===== config.mk =====
export PLATFORM = sky130hd
export DESIGN_NAME = sysid_qsys_reader
export DESIGN_NICKNAME = d
export VERILOG_FILES = /design/src/rtl/sysid_qsys_reader.sv
export SDC_FILE = /design/constraint.sdc
export NUM_CORES = 1
export LEC_CHECK = 0
export CAP_MARGIN = 20
export CORE_UTILIZATION = 48
export DETAILED_ROUTE_END_ITERATION = 10
export GPL_TIMING_DRIVEN = 0
export PLACE_DENSITY = 0.79
export REMOVE_ABC_BUFFERS = 1
export SLEW_MARGIN = 15
export SYNTH_ARGS = -nofsm -noshare
export SYNTH_HDL_FRONTEND = slang
export SYNTH_SLANG_ARGS = --single-unit

===== constraint.sdc =====
create_clock -name clock -period 2.5 [get_ports clock]
set_clock_uncertainty 0.05 [all_clocks]
set_input_delay 0.5 -clock clock [delete_from_list [all_inputs] [get_ports clock]]
set_output_delay 0.5 -clock clock [all_outputs]
set_load 0.02 [all_outputs]

===== src/rtl/sysid_qsys_reader.sv =====
// Avalon-MM read master that fetches the system-ID and build-timestamp words,
// compares them against the expected build and reports a held pass/fail result.
module sysid_qsys_reader #(
  parameter logic [31:0] EXPECTED_ID    = 32'hACD51302,
  parameter logic [31:0] EXPECTED_TS    = 32'h571256B6,
  parameter int unsigned READ_LATENCY   = 0,
  parameter int unsigned TIMEOUT_CYCLES = 255
) (
  input  logic        clock,
  input  logic        reset,
  input  logic        start,
  output logic        busy,
  output logic        done,
  output logic        pass,
  output logic        id_match,
  output logic        ts_match,
  output logic        timeout,
  output logic [31:0] id_value,
  output logic [31:0] ts_value,
  output logic        avm_address,
  output logic        avm_read,
  input  logic [31:0] avm_readdata,
  input  logic        avm_waitrequest
);

  localparam logic [15:0] WaitLast = 16'(TIMEOUT_CYCLES - 1);
  localparam logic [2:0]  LatLast  = 3'((READ_LATENCY == 0) ? 0 : READ_LATENCY - 1);

  typedef enum logic [2:0] {StIdle, StRdId, StLatId, StRdTs, StLatTs, StDone} state_e;

  state_e      state_q, state_d;
  logic        busy_q, busy_d, done_q, done_d, pass_q, pass_d;
  logic        id_match_q, id_match_d, ts_match_q, ts_match_d, timeout_q, timeout_d;
  logic [31:0] id_value_q, id_value_d, ts_value_q, ts_value_d;
  logic        avm_read_q, avm_read_d, avm_address_q, avm_address_d;
  logic [15:0] wait_cnt_q, wait_cnt_d;
  logic [2:0]  lat_cnt_q, lat_cnt_d;
  logic        capture;

  always_comb begin
    state_d       = state_q;
    busy_d        = busy_q;
    done_d        = 1'b0;
    pass_d        = pass_q;
    id_match_d    = id_match_q;
    ts_match_d    = ts_match_q;
    timeout_d     = timeout_q;
    id_value_d    = id_value_q;
    ts_value_d    = ts_value_q;
    avm_read_d    = avm_read_q;
    avm_address_d = avm_address_q;
    wait_cnt_d    = wait_cnt_q;
    lat_cnt_d     = lat_cnt_q;
    capture       = 1'b0;

    case (state_q)
      StIdle: begin
        if (start) begin
          state_d       = StRdId;
          busy_d        = 1'b1;
          pass_d        = 1'b0;
          id_match_d    = 1'b0;
          ts_match_d    = 1'b0;
          timeout_d     = 1'b0;
          id_value_d    = '0;
          ts_value_d    = '0;
          avm_read_d    = 1'b1;
          avm_address_d = 1'b0;
          wait_cnt_d    = '0;
        end
      end
      StRdId, StRdTs: begin
        if (!avm_waitrequest) begin
          wait_cnt_d    = '0;
          avm_read_d    = 1'b0;
          avm_address_d = 1'b0;
          if (READ_LATENCY == 0) begin
            capture = 1'b1;
          end else begin
            lat_cnt_d = '0;
            state_d   = (state_q == StRdId) ? StLatId : StLatTs;
          end
        end else if (wait_cnt_q == WaitLast) begin
          timeout_d     = 1'b1;
          avm_read_d    = 1'b0;
          avm_address_d = 1'b0;
          state_d       = StDone;
        end else begin
          wait_cnt_d = wait_cnt_q + 16'd1;
        end
      end
      StLatId, StLatTs: begin
        if (lat_cnt_q == LatLast) begin
          capture = 1'b1;
        end else begin
          lat_cnt_d = lat_cnt_q + 3'd1;
        end
      end
      StDone: state_d = StIdle;
      default: state_d = StIdle;
    endcase

    // Capture both updates the held word and its match flag in the same edge.
    if (capture) begin
      if (state_q == StRdId || state_q == StLatId) begin
        id_value_d    = avm_readdata;
        id_match_d    = (avm_readdata == EXPECTED_ID);
        state_d       = StRdTs;
        avm_read_d    = 1'b1;
        avm_address_d = 1'b1;
        wait_cnt_d    = '0;
      end else begin
        ts_value_d = avm_readdata;
        ts_match_d = (avm_readdata == EXPECTED_TS);
        state_d    = StDone;
      end
    end

    if (state_d == StDone && state_q != StDone) begin
      busy_d = 1'b0;
      done_d = 1'b1;
      pass_d = id_match_d & ts_match_d & ~timeout_d;
    end
  end

  always_ff @(posedge clock) begin
    if (reset) begin
      state_q       <= StIdle;
      busy_q        <= 1'b0;
      done_q        <= 1'b0;
      pass_q        <= 1'b0;
      id_match_q    <= 1'b0;
      ts_match_q    <= 1'b0;
      timeout_q     <= 1'b0;
      id_value_q    <= '0;
      ts_value_q    <= '0;
      avm_read_q    <= 1'b0;
      avm_address_q <= 1'b0;
      wait_cnt_q    <= '0;
      lat_cnt_q     <= '0;
    end else begin
      state_q       <= state_d;
      busy_q        <= busy_d;
      done_q        <= done_d;
      pass_q        <= pass_d;
      id_match_q    <= id_match_d;
      ts_match_q    <= ts_match_d;
      timeout_q     <= timeout_d;
      id_value_q    <= id_value_d;
      ts_value_q    <= ts_value_d;
      avm_read_q    <= avm_read_d;
      avm_address_q <= avm_address_d;
      wait_cnt_q    <= wait_cnt_d;
      lat_cnt_q     <= lat_cnt_d;
    end
  end

  assign busy        = busy_q;
  assign done        = done_q;
  assign pass        = pass_q;
  assign id_match    = id_match_q;
  assign ts_match    = ts_match_q;
  assign timeout     = timeout_q;
  assign id_value    = id_value_q;
  assign ts_value    = ts_value_q;
  assign avm_read    = avm_read_q;
  assign avm_address = avm_address_q;

endmodule


; Yosys cells after proc, flatten, opt, wreduce, memory -nomap -nowiden
; Cells that the tools add are included.
[op_classes]
bitwise_logic = 4
div_mod_pow = 0
n_eq_ne = 9
magnitude_cmp = 0
n_shift = 0
add_sub_neg = 2
multipliers = 0
reduce_logical = 12
muxes = 51
[ops]
columns = op, n
row1 = $mux 32, 8
row2 = $mux 16, 5
row3 = $eq 32x31->1 const B, 1
row4 = $eq 32x32->1 const B, 1
row5 = $pmux 16 s2, 1
row6 = $mux 1, 27
row7 = $add 16x1->16 const B, 1
row8 = $eq 16x8->1 const B, 1
row9 = $mux 3, 5
row10 = $pmux 3 s3, 1
row11 = $pmux 1 s2, 4
row12 = $eq 3x2->1 const B, 2
row13 = $eq 3x3->1 const B, 2
row14 = $logic_not 3->1, 2
row15 = $reduce_and 2->1, 3
row16 = $reduce_or 2->1, 3
row17 = $reduce_bool 2->1, 2
row18 = $add 3x1->3 const B, 1
row19 = $eq 3x1->1 const B, 1
row20 = $ne 3x3->1 const B, 1
row21 = $and 1x1->1, 2
row22 = $not 1->1, 2
row23 = $logic_and 1x1->1, 1
row24 = $logic_or 1x1->1, 1
[word_totals]
ramBits = 0
n_memories = 0
latchBits = 0
rom_bits = 0
elab_cells = 91
out_inout_bits = 72
regBits = 94

; Longest topological paths before layout
[depth]
word_depth = 9
ltp_mapped = 8

; Worst setup path after synthesis
; Ideal clock, no wire load.
[synth_timing]
kind = input to register
startpoint = input port avm_waitrequest
endpoint = register pass_q (netlist: pass)
n_path_buf = 1
setup_time_ns = 0.087
path_stages = 6
arrival_time_ns = 1.711
required_ns = 2.363
setup_slack_ns = 0.652
path_cell_list = or3b_1 a21o_1 buf_2 nor4_1 a31oi_1 o31ai_1
[synth_via]
elab_chain_cells = 7
[synth_lines]
columns = element, line
row1 = from (decl), 23  ; input logic avm_waitrequest
row2 = $mux 3 / $mux 1 (equally long branches), 73  ; if (!avm_waitrequest) begin
row3 = $pmux 3 s3 / $pmux 1 s2 (equally long branches), 56  ; case (state_q)
row4 = $mux 3, 104  ; if (capture) begin
row5 = $eq 3x3->1, 119  ; if (state_d == StDone && state_q != StDone) begin
row6 = $logic_and 1x1->1, 119
row7 = $reduce_bool 2->1 (no line), --
row8 = $reduce_and 2->1 (no line), --
row9 = to (signal assigned), 145  ; pass_q <= pass_d;
row10 = to (decl), 32  ; logic busy_q, busy_d, done_q, done_d, pass_q, pass_d;
; Several ways; a longest one is shown, not always the timed one.
; A chain may end at the register's enable or synchronous reset.

; Worst setup path in the final report
; Same ends and word-level chain as after synthesis.

==> load_flow_metrics.sql <==
INSERT INTO impl_metrics (metric_group, metric, value, unit) VALUES
('critical_path', 'worst-endpoint-required', '2730', 'ps'),
('placement', 'dpl.hpwl', '7.74', 'mm'),
('outcome', 'result_of_the_run', 'complete, no violations', ''),
('final_layout', 'layout_cells_sized_above_1', '4.73', '%'),
('logic_synthesis', 'synthCells', '505', ''),
('global_routing', 'vias_in_the_first_global_route', '3962', ''),
('final_layout', 'most_common_cell_after_layout_fill_and_taps_aside', 'sky130_fd_sc_hd__clkdlybuf4s50_1', ''),
('sta', 'hold_ws', '419', 'ps'),
('clocking', 'cts.sinks', '94', ''),
('critical_path', 'critical_path.cell_chain', 'clkdlybuf4s50_1 > inv_1 > nor3_2 > a211oi_1 > or2_1 > o31ai_1', ''),
('hold_path', 'hold_end', 'id_value[28]$_SDFF_PP0_', ''),
('sta', 'period_minus_slack', '2350', 'ps'),
('critical_path', 'end_kind', 'flip-flop', ''),
('critical_path', 'r2r_start', 'state_q[0]$_SDFF_PP0_', ''),
('sta', 'grt_setup_unrepaired', 'no', ''),
('sta', 'finalSetupViolCount', '0', ''),
('power', 'vdd_ir_drop_max', '0.000333', 'V'),
('routing', 'drtIter0Drc', '249', ''),
('clocking', 'clock_tree.htree_level_count', '3', ''),
('hold_path', 'hold_sp', 'id_value[28]$_SDFF_PP0_', ''),
('global_routing', 'number_of_antenna_violations_at_the_first_check_in_global_routing', '0', ''),
('critical_path', 'reg2reg_to', 'pass$_SDFFE_PP0P_', ''),
('sta', 'fmaxAchievable', '426', 'MHz'),
('power', 'power_switching_share', '31.6', '%'),
('global_routing', 'grt_overflow', '0', ''),
('logic_synthesis', 'yosysWarnings', '0', ''),
('final_layout', 'mostFrequentLayoutCells', 'sky130_fd_sc_hd__clkdlybuf4s50_1 (106), sky130_fd_sc_hd__dfxtp_1 (93), sky130_fd_sc_hd__nand2_1 (84)', ''),
('routing', 'detail-route-antenna-nets', '0', ''),
('routing', 'drt_drc_violations_left', '0', ''),
('clocking', 'post-cts-setup-buffer-count', '0', ''),
('routing', 'route.final.wire_length', '11.7', 'mm'),
('die', 'design.portCount', '108', ''),
('critical_path', 'cp.arrival', '2570', 'ps'),
('die', 'core.rowCount', '32', ''),
('power', 'intPower', '2.54', 'mW'),
('power', 'total_leakage_power', '1.78', 'nW'),
('final_layout', 'num-nets-final', '628', ''),
('routing', 'first_pass_iters', '6', ''),
('logic_synthesis', 'synth_area', '4010', 'um2'),
('sta', 'slew_headroom', '44.1', '%'),
('clocking', 'ctsLongestPathBuffers', '2', ''),
('clocking', 'clk_transition_reported_paths', '90', 'ps'),
('clocking', 'clk_root_buffer_cell', 'sky130_fd_sc_hd__clkbuf_8', ''),
('die', 'fp.dieArea', '8720', 'um2'),
('power', 'net_switching_power_figure', '1.17', 'mW'),
('critical_path', 'timing.critical_path.fanout_max', '13', ''),
('logic_synthesis', 'post_synth.cell_area_avg', '7.94', 'um2'),
('critical_path', 'critPathLaunchType', 'primary input', ''),
('sta', 'finalHoldViolations', '0', ''),
('routing', 'vias_per_instance', '5.87', ''),
('logic_synthesis', 'synth.ff_latch_count', '94', ''),
('sta', 'final_min_period_over_clock_period', '93.9', '%'),
('die', 'dieWidth', '93.4', 'um'),
('routing', 'highest_layer', 'met4', ''),
('power', 'power.density', '690', 'nW/um2'),
('logic_synthesis', 'post_synth_num_cell_types', '48', ''),
('run', 'cap_viol_max_count', '0', ''),
('placement', 'place.gp.congestion', '0.877', ''),
('routing', 'routed-wl-met2', '5.56', 'mm'),
('critical_path', 'depth_of_the_worst_register_to_register_path', '5', ''),
('placement', 'io_buffers', '107', ''),
('logic_synthesis', 'async_reset_ff_share', '0', '%'),
('global_routing', 'grt_first_pass_wirelength', '19.1', 'mm'),
('critical_path', 'crit_path_top_delay_cell', 'sky130_fd_sc_hd__nor3_2', ''),
('final_layout', 'synthToLayoutAreaGrowth', '34.3', '%'),
('logic_synthesis', 'synthFlopType', 'sky130_fd_sc_hd__dfxtp_1', ''),
('global_routing', 'grt.total_usage', '27.9', '%'),
('clocking', 'cts_made_buffers', '9', ''),
('die', 'fp.coreArea', '7890', 'um2'),
('clocking', 'tritoncts', 'built', ''),
('hold_path', 'hold_path_class', 'flip-flop to flip-flop', '');
metal layers:
layer  track usage (%)  vias up
li1                  -     1952
met1              34.3     1955
met2              43.8      152
met3              10.7       17
met4              11.5        0
met5                 0        -
synth_stat cells (6+ instances only):
master	count	area [um2]
sky130_fd_sc_hd__a21oi_1	76	380
sky130_fd_sc_hd__a31oi_1	6	37.5
sky130_fd_sc_hd__buf_2	8	40.0
sky130_fd_sc_hd__clkbuf_1	24	90.1
sky130_fd_sc_hd__dfxtp_1	94	1880
sky130_fd_sc_hd__nand2_1	84	315
sky130_fd_sc_hd__nand3_1	74	370
sky130_fd_sc_hd__nand4_1	8	50.1
sky130_fd_sc_hd__nor2_1	28	105
sky130_fd_sc_hd__nor3_1	8	40.0
sky130_fd_sc_hd__o21ai_0	8	40.0
sky130_fd_sc_hd__o21ai_1	10	50.1
registers in the layout, indices dropped and copies added (netlist names):
register / cells
ts_match: 1
id_value: 32
avm_read: 1
timeout: 1
lat_cnt_q: 3
pass: 1
busy: 1
done: 1
ts_value: 32
wait_cnt_q: 16
avm_address: 1
id_match: 1
state_q: 3
timing repair:
item / 4_1_cts / 5_1_grt
hold buffers: 0 / 0
setup endpoints to repair: 17 / 8
resized for setup: 1 / 2
hold endpoints to repair: 0 / 0
how the worst max path moves through the flow:
| stage | from | to | slack (ps) | depth (start not counted) |
|---|---|---|---|---|
| final | avm_waitrequest | pass$_SDFFE_PP0P_ | 150 | 6 |
| after global routing | avm_waitrequest | pass$_SDFFE_PP0P_ | 30 | 6 |
| after CTS | lat_cnt_q[0]$_SDFFE_PP0P_ | wait_cnt_q[2]$_SDFF_PP0_ | 40 | 6 |
| after detailed placement | avm_waitrequest | wait_cnt_q[2]$_SDFF_PP0_ | -320 | 5 |
| after global placement | avm_waitrequest | wait_cnt_q[4]$_SDFF_PP0_ | -2130 | 6 |
| after floorplan | state_q[0]$_SDFF_PP0_ | wait_cnt_q[14]$_SDFF_PP0_ | -300 | 5 |
worst max-delay path, delay by kind of cell:
family / cells / cell delay (ps)
simple gates: 2 / 920
buf+inv: 2 / 650
compound gates: 2 / 500
per-stage QoR:
step                      setup TNS (ps)  setup WS [ps]  cell area [um2]  power [mW]  std cells
after detailed placement           -8200           -317             5150        2.62        679
after CTS                              0           35.4             5380        3.73        694
after global routing                   0           25.3             5380        3.88        694
after floorplan                    -3660           -299             3860        2.15        468
after global placement           -142510          -2130             5060        2.56        677
final                                  0            154             5380        3.72        694
cell type report:
class,count,area (um2)
fill,651,2500
tap,102,128
inverter,6,22.5
multi-input combinational,368,2010
clock buffer,10,138
clock inverter,5,83.8
sequential,94,1880
timing repair buffer,109,1120
power groups by stage:
stage                     clock network, mW  registers, mW  logic [mW]
after floorplan                           0           1.81       0.344
after global placement                    0           1.70       0.857
after detailed placement                  0           1.71       0.910
after CTS                              1.14           1.67       0.915
after global routing                   1.19           1.69       0.992
final                                  1.12           1.68       0.918
logic make-up after synthesis:
logic type                 Yosys count  share of synthesized area (%)
adders and majority gates            4                           1.25
buffers and inverters               43                           4.27
xor gates and xnor gates             4                          0.874
and+or+nand+nor                    238                           29.5
muxes                                2                          0.499
AOI/OAI and AO/OA                  120                           16.7
DFF                                 94                           46.9
(Power assumes the default switching activity.)
